**config.mk**
```make
export PLATFORM = sky130hd
export DESIGN_NAME = sdram_rr_arbiter_flat
export DESIGN_NICKNAME = d
export VERILOG_FILES = /design/src/rtl/sdram_pkg.sv /design/src/rtl/sdram_rr_arbiter_if.sv /design/src/rtl/sdram_rr_arbiter_rr_pick.sv /design/src/rtl/sdram_rr_arbiter.sv /design/src/flat_wrapper.sv
export SDC_FILE = /design/constraint.sdc
export NUM_CORES = 1
export LEC_CHECK = 0
export CAP_MARGIN = 20
export CORE_ASPECT_RATIO = 0.75
export CORE_UTILIZATION = 33
export DETAILED_ROUTE_END_ITERATION = 10
export MAX_ROUTING_LAYER = met4
export PLACE_DENSITY = 0.77
export SLEW_MARGIN = 20
export SYNTH_ARGS = -nofsm -noshare
export SYNTH_HDL_FRONTEND = slang
export SYNTH_SLANG_ARGS = --single-unit
export TNS_END_PERCENT = 20
```
**constraint.sdc**
```tcl
create_clock -name clk -period 2.1 [get_ports clk]
set_input_delay 0.21 -clock clk [delete_from_list [all_inputs] [get_ports clk]]
set_output_delay 0.21 -clock clk [all_outputs]
set_load 0.05 [all_outputs]
```
**src/rtl/sdram_pkg.sv**
```systemverilog
// Shared SDRAM arbiter definitions: controller FSM states, bus widths and
// frame-buffer layout constants used by the datapath engines.
package sdram_pkg;

    typedef enum logic [1:0] {
        IDLE,
        ISSUE,
        RD_WAIT
    } state_e;

    localparam int unsigned SDRAM_ADDR_W  = 32;
    localparam int unsigned SDRAM_DATA_W  = 16;

    localparam int unsigned IMG_BASE      = 600_000;
    localparam int unsigned LAYER1_BASE   = 650_000;
    localparam int unsigned WORDS_PER_IMG = 784;

endpackage

```
**src/rtl/sdram_rr_arbiter_if.sv**
```systemverilog
// Requester-side handshake plus Avalon-MM master bus of the SDRAM arbiter.
// slave = arbiter view, master = engines/SDRAM controller view.
interface sdram_rr_arbiter_if
    import sdram_pkg::*;
#(
    parameter int unsigned N_REQ  = 4,
    parameter int unsigned ADDR_W = SDRAM_ADDR_W,
    parameter int unsigned DATA_W = SDRAM_DATA_W
);
    logic [N_REQ-1:0]        req_valid;
    logic [N_REQ-1:0]        req_write;
    logic [N_REQ*ADDR_W-1:0] req_addr;
    logic [N_REQ*DATA_W-1:0] req_wdata;
    logic [N_REQ-1:0]        req_ack;
    logic [N_REQ-1:0]        rsp_valid;
    logic [DATA_W-1:0]       rsp_data;
    logic                    rsp_err;

    logic                    chipselect;
    logic [1:0]              byteenable;
    logic                    read_n;
    logic                    write_n;
    logic [ADDR_W-1:0]       address;
    logic [DATA_W-1:0]       writedata;
    logic                    waitrequest;
    logic                    readdatavalid;
    logic [DATA_W-1:0]       readdata;

    logic [2:0]              grant_id;
    logic                    busy;

    modport slave (
        input  req_valid, req_write, req_addr, req_wdata,
        input  waitrequest, readdatavalid, readdata,
        output req_ack, rsp_valid, rsp_data, rsp_err,
        output chipselect, byteenable, read_n, write_n, address, writedata,
        output grant_id, busy
    );

    modport master (
        output req_valid, req_write, req_addr, req_wdata,
        output waitrequest, readdatavalid, readdata,
        input  req_ack, rsp_valid, rsp_data, rsp_err,
        input  chipselect, byteenable, read_n, write_n, address, writedata,
        input  grant_id, busy
    );

endinterface

```
**src/rtl/sdram_rr_arbiter_rr_pick.sv**
```systemverilog
// Combinational round-robin picker: first eligible index at or after ptr_i,
// wrapping around N_REQ.
module rr_pick #(
    parameter int unsigned N_REQ = 4,
    localparam int unsigned IDX_W = $clog2(N_REQ)
) (
    input  logic [N_REQ-1:0] elig_i,
    input  logic [IDX_W-1:0] ptr_i,
    output logic             any_o,
    output logic [IDX_W-1:0] idx_o
);

    always_comb begin
        int unsigned j;
        j     = '0;
        any_o = 1'b0;
        idx_o = '0;
        for (int unsigned i = 0; i < N_REQ; i++) begin
            j = (32'(ptr_i) + i) % N_REQ;
            if (!any_o && elig_i[j[IDX_W-1:0]]) begin
                any_o = 1'b1;
                idx_o = j[IDX_W-1:0];
            end
        end
    end

endmodule

```
**src/rtl/sdram_rr_arbiter.sv**
```systemverilog
// Round-robin arbiter sharing one Avalon-MM SDRAM master port among N_REQ
// engines; one transaction in flight, read data or timeout routed back.
module sdram_rr_arbiter
    import sdram_pkg::*;
#(
    parameter int unsigned N_REQ      = 4,
    parameter int unsigned ADDR_W     = SDRAM_ADDR_W,
    parameter int unsigned DATA_W     = SDRAM_DATA_W,
    parameter int unsigned RD_TIMEOUT = 255
) (
    input  logic               clk,
    input  logic               reset_n,
    sdram_rr_arbiter_if.slave  bus
);

    localparam int unsigned IDX_W = $clog2(N_REQ);
    localparam int unsigned TMR_W = $clog2(RD_TIMEOUT + 1);

    state_e              state_q, state_d;
    logic [IDX_W-1:0]    ptr_q, ptr_d;
    logic [IDX_W-1:0]    gnt_q, gnt_d;
    logic                wr_q, wr_d;
    logic                read_n_q, read_n_d;
    logic                write_n_q, write_n_d;
    logic [ADDR_W-1:0]   addr_q, addr_d;
    logic [DATA_W-1:0]   wdata_q, wdata_d;
    logic [N_REQ-1:0]    ack_q, ack_d;
    logic [N_REQ-1:0]    rsp_valid_q, rsp_valid_d;
    logic [DATA_W-1:0]   rsp_data_q, rsp_data_d;
    logic                rsp_err_q, rsp_err_d;
    logic                busy_q, busy_d;
    logic [TMR_W-1:0]    timer_q, timer_d;

    logic [N_REQ-1:0]    elig;
    logic                pick_any;
    logic [IDX_W-1:0]    pick_idx;

    // Masking with the ack keeps a still-high req_valid from being re-granted
    // in the very cycle its previous request is acknowledged.
    assign elig = bus.req_valid & ~ack_q;

    rr_pick #(.N_REQ(N_REQ)) u_pick (
        .elig_i (elig),
        .ptr_i  (ptr_q),
        .any_o  (pick_any),
        .idx_o  (pick_idx)
    );

    always_comb begin
        state_d     = state_q;
        ptr_d       = ptr_q;
        gnt_d       = gnt_q;
        wr_d        = wr_q;
        read_n_d    = read_n_q;
        write_n_d   = write_n_q;
        addr_d      = addr_q;
        wdata_d     = wdata_q;
        ack_d       = '0;
        rsp_valid_d = '0;
        rsp_data_d  = rsp_data_q;
        rsp_err_d   = rsp_err_q;
        busy_d      = busy_q;
        timer_d     = timer_q;
        unique case (state_q)
            IDLE: begin
                if (pick_any) begin
                    gnt_d     = pick_idx;
                    wr_d      = bus.req_write[pick_idx];
                    addr_d    = bus.req_addr[pick_idx*ADDR_W +: ADDR_W];
                    wdata_d   = bus.req_wdata[pick_idx*DATA_W +: DATA_W];
                    read_n_d  = bus.req_write[pick_idx];
                    write_n_d = ~bus.req_write[pick_idx];
                    busy_d    = 1'b1;
                    state_d   = ISSUE;
                end
            end
            ISSUE: begin
                if (!bus.waitrequest) begin
                    read_n_d     = 1'b1;
                    write_n_d    = 1'b1;
                    ack_d[gnt_q] = 1'b1;
                    ptr_d        = (gnt_q == IDX_W'(N_REQ - 1)) ? '0 : gnt_q + 1'b1;
                    if (wr_q) begin
                        busy_d  = 1'b0;
                        state_d = IDLE;
                    end else begin
                        timer_d = '0;
                        state_d = RD_WAIT;
                    end
                end
            end
            RD_WAIT: begin
                timer_d = timer_q + 1'b1;
                if (bus.readdatavalid) begin
                    rsp_valid_d[gnt_q] = 1'b1;
                    rsp_data_d         = bus.readdata;
                    rsp_err_d          = 1'b0;
                    busy_d             = 1'b0;
                    state_d            = IDLE;
                end else if (timer_d == TMR_W'(RD_TIMEOUT)) begin
                    rsp_valid_d[gnt_q] = 1'b1;
                    rsp_data_d         = '0;
                    rsp_err_d          = 1'b1;
                    busy_d             = 1'b0;
                    state_d            = IDLE;
                end
            end
            default: state_d = IDLE;
        endcase
    end

    always_ff @(posedge clk) begin
        if (!reset_n) begin
            state_q     <= IDLE;
            ptr_q       <= '0;
            gnt_q       <= '0;
            wr_q        <= 1'b0;
            read_n_q    <= 1'b1;
            write_n_q   <= 1'b1;
            addr_q      <= '0;
            wdata_q     <= '0;
            ack_q       <= '0;
            rsp_valid_q <= '0;
            rsp_data_q  <= '0;
            rsp_err_q   <= 1'b0;
            busy_q      <= 1'b0;
            timer_q     <= '0;
        end else begin
            state_q     <= state_d;
            ptr_q       <= ptr_d;
            gnt_q       <= gnt_d;
            wr_q        <= wr_d;
            read_n_q    <= read_n_d;
            write_n_q   <= write_n_d;
            addr_q      <= addr_d;
            wdata_q     <= wdata_d;
            ack_q       <= ack_d;
            rsp_valid_q <= rsp_valid_d;
            rsp_data_q  <= rsp_data_d;
            rsp_err_q   <= rsp_err_d;
            busy_q      <= busy_d;
            timer_q     <= timer_d;
        end
    end

    assign bus.chipselect = 1'b1;
    assign bus.byteenable = 2'b11;
    assign bus.read_n     = read_n_q;
    assign bus.write_n    = write_n_q;
    assign bus.address    = addr_q;
    assign bus.writedata  = wdata_q;
    assign bus.req_ack    = ack_q;
    assign bus.rsp_valid  = rsp_valid_q;
    assign bus.rsp_data   = rsp_data_q;
    assign bus.rsp_err    = rsp_err_q;
    assign bus.grant_id   = 3'(gnt_q);
    assign bus.busy       = busy_q;

endmodule

```
**src/flat_wrapper.sv**
```systemverilog
// flat-port wrapper written by rule: the top's interface ports become plain ports
module sdram_rr_arbiter_flat import sdram_pkg::*;
#(
    parameter int unsigned N_REQ      = 4,
    parameter int unsigned ADDR_W     = SDRAM_ADDR_W,
    parameter int unsigned DATA_W     = SDRAM_DATA_W,
    parameter int unsigned RD_TIMEOUT = 255
)
  (clk, reset_n, bus_req_valid, bus_req_write, bus_req_addr, bus_req_wdata, bus_waitrequest, bus_readdatavalid, bus_readdata, bus_req_ack, bus_rsp_valid, bus_rsp_data, bus_rsp_err, bus_chipselect, bus_byteenable, bus_read_n, bus_write_n, bus_address, bus_writedata, bus_grant_id, bus_busy);
  sdram_rr_arbiter_if #(.N_REQ(N_REQ), .ADDR_W(ADDR_W), .DATA_W(DATA_W)) bus_i ();
  input  logic clk;
  input  logic reset_n;
  input wire logic [$bits(bus_i.req_valid)-1:0] bus_req_valid;
  input wire logic [$bits(bus_i.req_write)-1:0] bus_req_write;
  input wire logic [$bits(bus_i.req_addr)-1:0] bus_req_addr;
  input wire logic [$bits(bus_i.req_wdata)-1:0] bus_req_wdata;
  input wire logic [$bits(bus_i.waitrequest)-1:0] bus_waitrequest;
  input wire logic [$bits(bus_i.readdatavalid)-1:0] bus_readdatavalid;
  input wire logic [$bits(bus_i.readdata)-1:0] bus_readdata;
  output wire logic [$bits(bus_i.req_ack)-1:0] bus_req_ack;
  output wire logic [$bits(bus_i.rsp_valid)-1:0] bus_rsp_valid;
  output wire logic [$bits(bus_i.rsp_data)-1:0] bus_rsp_data;
  output wire logic [$bits(bus_i.rsp_err)-1:0] bus_rsp_err;
  output wire logic [$bits(bus_i.chipselect)-1:0] bus_chipselect;
  output wire logic [$bits(bus_i.byteenable)-1:0] bus_byteenable;
  output wire logic [$bits(bus_i.read_n)-1:0] bus_read_n;
  output wire logic [$bits(bus_i.write_n)-1:0] bus_write_n;
  output wire logic [$bits(bus_i.address)-1:0] bus_address;
  output wire logic [$bits(bus_i.writedata)-1:0] bus_writedata;
  output wire logic [$bits(bus_i.grant_id)-1:0] bus_grant_id;
  output wire logic [$bits(bus_i.busy)-1:0] bus_busy;
  assign bus_i.req_valid = bus_req_valid;
  assign bus_i.req_write = bus_req_write;
  assign bus_i.req_addr = bus_req_addr;
  assign bus_i.req_wdata = bus_req_wdata;
  assign bus_i.waitrequest = bus_waitrequest;
  assign bus_i.readdatavalid = bus_readdatavalid;
  assign bus_i.readdata = bus_readdata;
  assign bus_req_ack = bus_i.req_ack;
  assign bus_rsp_valid = bus_i.rsp_valid;
  assign bus_rsp_data = bus_i.rsp_data;
  assign bus_rsp_err = bus_i.rsp_err;
  assign bus_chipselect = bus_i.chipselect;
  assign bus_byteenable = bus_i.byteenable;
  assign bus_read_n = bus_i.read_n;
  assign bus_write_n = bus_i.write_n;
  assign bus_address = bus_i.address;
  assign bus_writedata = bus_i.writedata;
  assign bus_grant_id = bus_i.grant_id;
  assign bus_busy = bus_i.busy;
  sdram_rr_arbiter #(.N_REQ(N_REQ), .ADDR_W(ADDR_W), .DATA_W(DATA_W), .RD_TIMEOUT(RD_TIMEOUT)) u_core (.clk(clk), .reset_n(reset_n), .bus(bus_i));
endmodule
```
### Word level (Yosys, flattened, before mapping)

Cells that the tools add are included.

* bits in registers: 91
* logic and storage cells: 111
* input port bits: 220

* bitwise gates (word level): 6
* eq/ne operators: 9
* reduce and logical (&&, ||, !) cells: 21
* shifts and indexed selects: 2
* mux-type cells: 47
* $lt $le $gt $ge: 7
* add/subtract/negate cells: 5

Operators by type and width (number)
* $shiftx 128x8->32: 1
* $shiftx 64x7->16: 1
* $mux 16: 2
* $mux 1: 20
* $mux 2: 10
* $lt 2x3->1 const B: 6
* $mux 8: 2
* $pmux 8 s2: 1
* $bmux 1 s2: 5
* $reduce_and 3->1: 3
* $add 8x1->8 const B: 1
* $eq 8x8->1 const B: 1
* $mux 4: 2
* $reduce_and 2->1: 4
* $pmux 2 s3: 1
* $reduce_bool 2->1: 3
* $reduce_and 5->1: 1
* $add 2x1->2 const B: 2
* $add 2x2->2 const B: 2
* $and 4x4->4: 1
* $eq 2x2->1 const B: 2
* $logic_and 1x1->1: 4
* $ne 2x1->1 const B: 2
* $ne 2x2->1 const B: 2
* 12 further kinds: 18

### Depth between registers and ports, before layout

* word-level depth: 19
* depth in mapped cells: 9
* gate-level depth less buffers: 8

### Cells and area by module

Synthesis repeated with hierarchy kept, for this count alone.

* cell total of the unflattened synthesis: 521
* area total of the unflattened synthesis: 4880.9 sq um

By module, submodules not included
* sdram_rr_arbiter: cells each 506, seq. area each 1821.7 sq um, times used 1, area each 4803.4 sq um
* rr_pick: cells each 15, seq. area each 0.0 sq um, times used 1, area each 77.6 sq um

### Worst setup path after synthesis

OpenSTA, ideal clock, no wires.

* kind: register to register
* start: register u_core.ack_q[1], in the netlist u_core.bus.req_ack[1]
* end: register u_core.wdata_q[10], in the netlist u_core.bus.writedata[10]
* path slack: -0.306 ns
* library setup time: 0.114 ns
* period minus slack after synthesis: 2.406 ns
* stages on the path, launching flop included: 10
* required time: 1.986 ns
* arrival time: 2.292 ns
* cells stage by stage: dfxtp_1 -> nor2b_1 -> o221a_2 -> o22ai_1 -> buf_2 -> buf_2 -> buf_2 -> mux2i_1 -> o22ai_1 -> a21o_1

* longest elaborated chain between the ends: 15
* elaborated cells on any way between the ends: 26

Ends and longest elaborated chain
* start, declared: RTL line sdram_rr_arbiter.sv:27 `logic [N_REQ-1:0] ack_q, ack_d;`
* start signal, assigned: RTL line sdram_rr_arbiter.sv:137 `ack_q <= ack_d;`
* $not 4->4 (*): RTL line sdram_rr_arbiter.sv:40 `assign elig = bus.req_valid & ~ack_q;`
* $and 4x4->4 (*): RTL line sdram_rr_arbiter.sv:40
* $bmux 1 s2: RTL line sdram_rr_arbiter_rr_pick.sv:20 `if (!any_o && elig_i[j[IDX_W-1:0]]) begin`
* $mux 1 (not written as such): RTL line sdram_rr_arbiter_rr_pick.sv:20
* $mux 1: RTL line sdram_rr_arbiter_rr_pick.sv:20
* $logic_not 1->1: RTL line sdram_rr_arbiter_rr_pick.sv:20
* $logic_and 1x1->1: RTL line sdram_rr_arbiter_rr_pick.sv:20
* $mux 1: RTL line sdram_rr_arbiter_rr_pick.sv:20
* $logic_not 1->1: RTL line sdram_rr_arbiter_rr_pick.sv:20
* $logic_and 1x1->1: RTL line sdram_rr_arbiter_rr_pick.sv:20
* $mux 1: RTL line sdram_rr_arbiter_rr_pick.sv:20
* $logic_not 1->1: RTL line sdram_rr_arbiter_rr_pick.sv:20
* $logic_and 1x1->1: RTL line sdram_rr_arbiter_rr_pick.sv:20
* $mux 2 / $mux 1 (equally long branches): RTL line sdram_rr_arbiter_rr_pick.sv:20
* $shiftx 64x7->16 / $reduce_and 2->1 (equally long branches)
* end signal, assigned: RTL line sdram_rr_arbiter.sv:136 `wdata_q <= wdata_d;`
* end, declared: RTL line sdram_rr_arbiter.sv:26 `logic [DATA_W-1:0] wdata_q, wdata_d;`

Mark *: on every way between the ends. The rest lies on a longest branch, timed or not. The select of a mux whose other input is x is not followed.
A chain may end at the register's enable or synchronous reset.

### Worst setup path after layout

* start: register u_core.timer_q[0]
* end: register u_core.rsp_valid_q[3], in the netlist u_core.bus.rsp_valid[3]

* longest elaborated chain between the ends: 4

Ends and longest elaborated chain
* start, declared: RTL line sdram_rr_arbiter.sv:32 `logic [TMR_W-1:0] timer_q, timer_d;`
* start signal, assigned: RTL line sdram_rr_arbiter.sv:142 `timer_q <= timer_d;`
* $add 8x1->8: RTL line sdram_rr_arbiter.sv:93 `timer_d = timer_q + 1'b1;`
* $eq 8x8->1: RTL line sdram_rr_arbiter.sv:100 `end else if (timer_d == TMR_W'(RD_TIMEOUT)) begin`
* $mux 4: RTL line sdram_rr_arbiter.sv:100
* $mux 4: RTL line sdram_rr_arbiter.sv:94 `if (bus.readdatavalid) begin`
* end signal, assigned: RTL line sdram_rr_arbiter.sv:138 `rsp_valid_q <= rsp_valid_d;`
* end, declared: RTL line sdram_rr_arbiter.sv:28 `logic [N_REQ-1:0] rsp_valid_q, rsp_valid_d;`

No other way between the ends.

==> results by group <==
Clocking
  – Post-CTS Hold Buffers: 0
  – Clk root buf: clkbuf_16
  – Clock transition at path regs: 0.07 ns
  – Clk sink count: 91
  – CTS tree: done
  – Clk Latency, worst-skew pair: 0.34 ns
  – CTS buffer count: 9
  – CTS H-tree depth: 3
  – Clock buffer depth: 2

STA
  – Slew Viols, Final: 0
  – Hold WS: 0.454 ns
  – Slew at the pin with the worst max-slew slack: 0.563 ns
  – Post-route minimum period: 2.18 ns
  – Final worst slack: -0.0773 ns
  – Final Hold Vio Count: 0
  – FMAX: 459 MHz
  – Final setup fails: 22
  – Final Skew: 0.00836 ns
  – RSZ-0062 raised after global routing: yes
  – Period utilisation layout: 104%
  – Slew headroom: 62.4%

Synthesis
  – Sequential area share after synthesis: 38.7%
  – Number of synthesized flops with an enable pin: 0
  – Avg Inst Size Synth: 9.89 um2
  – #FFs+latches synth: 91
  – Async S/R FF share, synth: 0%
  – Mapped cell area: 4710 um2
  – Post-synth top cells: 101 x mux2i_1, 91 x dfxtp_1, 51 x a21o_1
  – Top FF cell, synth: dfxtp_1
  – Netlist cell types: 49
  – Count leader, synth: mux2i_1
  – Synth Warn #: 0
  – Mapped Cells: 476
  – Cell taking the most area after synthesis: dfxtp_1
  – Area contributors post-synth: dfxtp_1 39%, mux2i_1 21%, a21o_1 8.1%
  – Area fraction of the dominant cell type after synthesis: 38.7%

Floorplanning
  – Ports: 302
  – Initial Util: 34.0%
  – Die X: 140 um
  – # rows: 37
  – Die span in y: 105 um
  – Core area: 13800 um2
  – Die area: 14800 um2

GRT
  – Initial antenna violation count: 0
  – GRT overflow: 0
  – Grt met2 use: 40.2%
  – First-pass GRT wire length: 25900 um
  – GRT met3 Usage: 5.00%
  – Largest net degree at the start of global routing: 49
  – GR peak layer: met2
  – Tot GR Track Use: 23.1%
  – Met1 GRT Util: 26.2%
  – Vias in the first global route: 5022

Cells and area
  – Final layout net count: 1029
  – Final core occ: 62.7%
  – Layout cells sized above 1: 13.2%
  – Ant. Diodes: 0
  – Area grow syn2layout: 84.2%

Setup path
  – Critical Path Source Type: register
  – Setup crit end kind: register
  – Critical path's slowest cell: or3_4
  – CP Cell Sequence: ha_4, nand3_4, or3_4, a2111oi_4, buf_4, a21oi_4, nor3_2, buf_4, and2_4
  – Critical Path Most Common Cell: buf_4
  – Crit path required time: 2.38 ns
  – Crit Path Max Fanout: 4
  – Setup CP Type: register to register
  – Crit path largest cell delay: 0.40 ns
  – Worst EP arrival: 2.45 ns
  – CP delay by family, top: simple AND/OR/NAND/NOR gates
  – Buffer and inverter count on the worst path: 2

Place
  – Pre-CTS WS: -0.310 ns
  – Port Buffers: 297
  – DPL Wire Length: 13500 um
  – Gpl congestion: 0.930

Hold path
  – Hold Crit Class: register to register

Drt
  – Post-DR wirelength/cell: 17.5 um
  – Number of remaining DRC errors: 0
  – Antenna violation net count after detailed routing: 0
  – Post-Route WL: 17100 um
  – 1st-iter DRT viols: 236
  – DR pass1 iterations: 4
  – Vias per cell: 5.06
  – Vias after detailed routing: 4952

Power and ir drop
  – P_leak: 4.02 nW
  – Peak supply drop: 0.403 mV
  – Total Power Consumption: 7.31 mW
  – Power density over the cells: 843 nW/um2

Outcome
  – Failing checks: setup timing
  – Status: finished, violations left

Run
  – Max-Cap Viols: 0
per-stage QoR:
step,instances,instance area (um2),setup TNS [ns]
finish,979,8680,-1.19
global route,979,8680,-2.95
CTS,975,8560,-0.941
detailed placement,959,8210,-13.98
global placement,959,8210,-12.88
floorplan,478,4760,-0.141
sequential cells by signal, indices dropped and copies added, names as in the netlist:
register              cells
u_core.bus.req_ack        4
u_core.ptr_q              2
u_core.bus.write_n        1
u_core.bus.rsp_data      16
u_core.bus.rsp_valid      4
u_core.gnt_q              2
u_core.bus.address       32
u_core.bus.rsp_err        1
u_core.bus.writedata     16
u_core.wr_q               1
u_core.bus.busy           1
u_core.timer_q            8
u_core.bus.read_n         1
u_core.state_q            2
kinds of logic after synthesis:
group                      count (synthesis)  synth area share [%]
other                                      2                 0.159
AOI/OAI and AO/OA                        153                  23.7
buffers and inverters                     50                  4.86
xor gates and xnor gates                   2                 0.372
and+or+nand+nor                           66                  7.86
DFF                                       91                  38.7
adders and majority gates                 10                  2.66
muxes                                    102                  21.7
final cells by class:
cell class	count	area, um2
clock inverter	6	95.1
timing repair buffer	347	3440
sequential	91	1840
multi-input combinational	338	2800
tap	175	219
inverter	12	45.0
clock buffer	10	239
fill	1087	5160
routing by layer:
layer / up-vias / wire (um) / part of all wire [%]
li1: 2421 / - / -
met1: 2284 / 6990 / 41
met2: 220 / 8570 / 50
met3: 27 / 1130 / 6.6
met4: 0 / 423 / 2.5
met5: - / 0 / 0
worst paths after layout:
| kind | from | endpoint | slack, ns | depth (start not counted) |
|---|---|---|---|---|
| setup reg to reg | u_core.timer_q[0]$_SDFFE_PN0P_ | u_core.bus.rsp_valid[3]$_SDFF_PN0_ | -0.08 | 9 |
| setup / recovery | u_core.timer_q[0]$_SDFFE_PN0P_ | u_core.bus.rsp_valid[3]$_SDFF_PN0_ | -0.08 | 9 |
| hold / removal | u_core.bus.address[16]$_SDFFE_PN0P_ | u_core.bus.address[16]$_SDFFE_PN0P_ | 0.45 | 1 |
| hold reg to reg | u_core.bus.address[16]$_SDFFE_PN0P_ | u_core.bus.address[16]$_SDFFE_PN0P_ | 0.45 | 1 |
cells in the final DEF (no fill, tap or decap), types with 3 or more instances in the layout:
cell type	netlist	final
nand3_1	3	3
mux2i_2	0	4
nand2b_1	6	6
buf_12	0	6
o21ai_0	5	5
a22o_1	16	16
o22ai_1	50	49
buf_4	4	40
clkdlybuf4s50_1	0	297
nor2_1	16	16
mux2i_1	101	97
nand2_1	6	6
inv_1	12	12
ha_1	10	8
clkbuf_16	0	9
dfxtp_1	91	84
and2_1	7	4
dfxtp_4	0	5
buf_6	1	4
a21o_1	51	51
nor2b_1	6	3
and3_1	4	4
a21oi_1	11	11
nor3_1	7	5
conb_1	2	4
where the power goes:
group	switching [mW]	internal (mW)	leakage, nW
Clock	0.697	1.09	0.164
Sequential	0.184	2.00	0.751
Combinational	1.84	1.50	3.11
Total	2.72	4.59	4.02
what timing repair did:
item | 4_1_cts | 5_1_grt
setup buffers | 0 | 3
gates resized for setup | 3 | 23
gates cloned | 0 | 1
setup endpoints to repair | 21 | 69
pin swaps | 4 | 24
No activity file was read; power rests on OpenSTA's default activity.
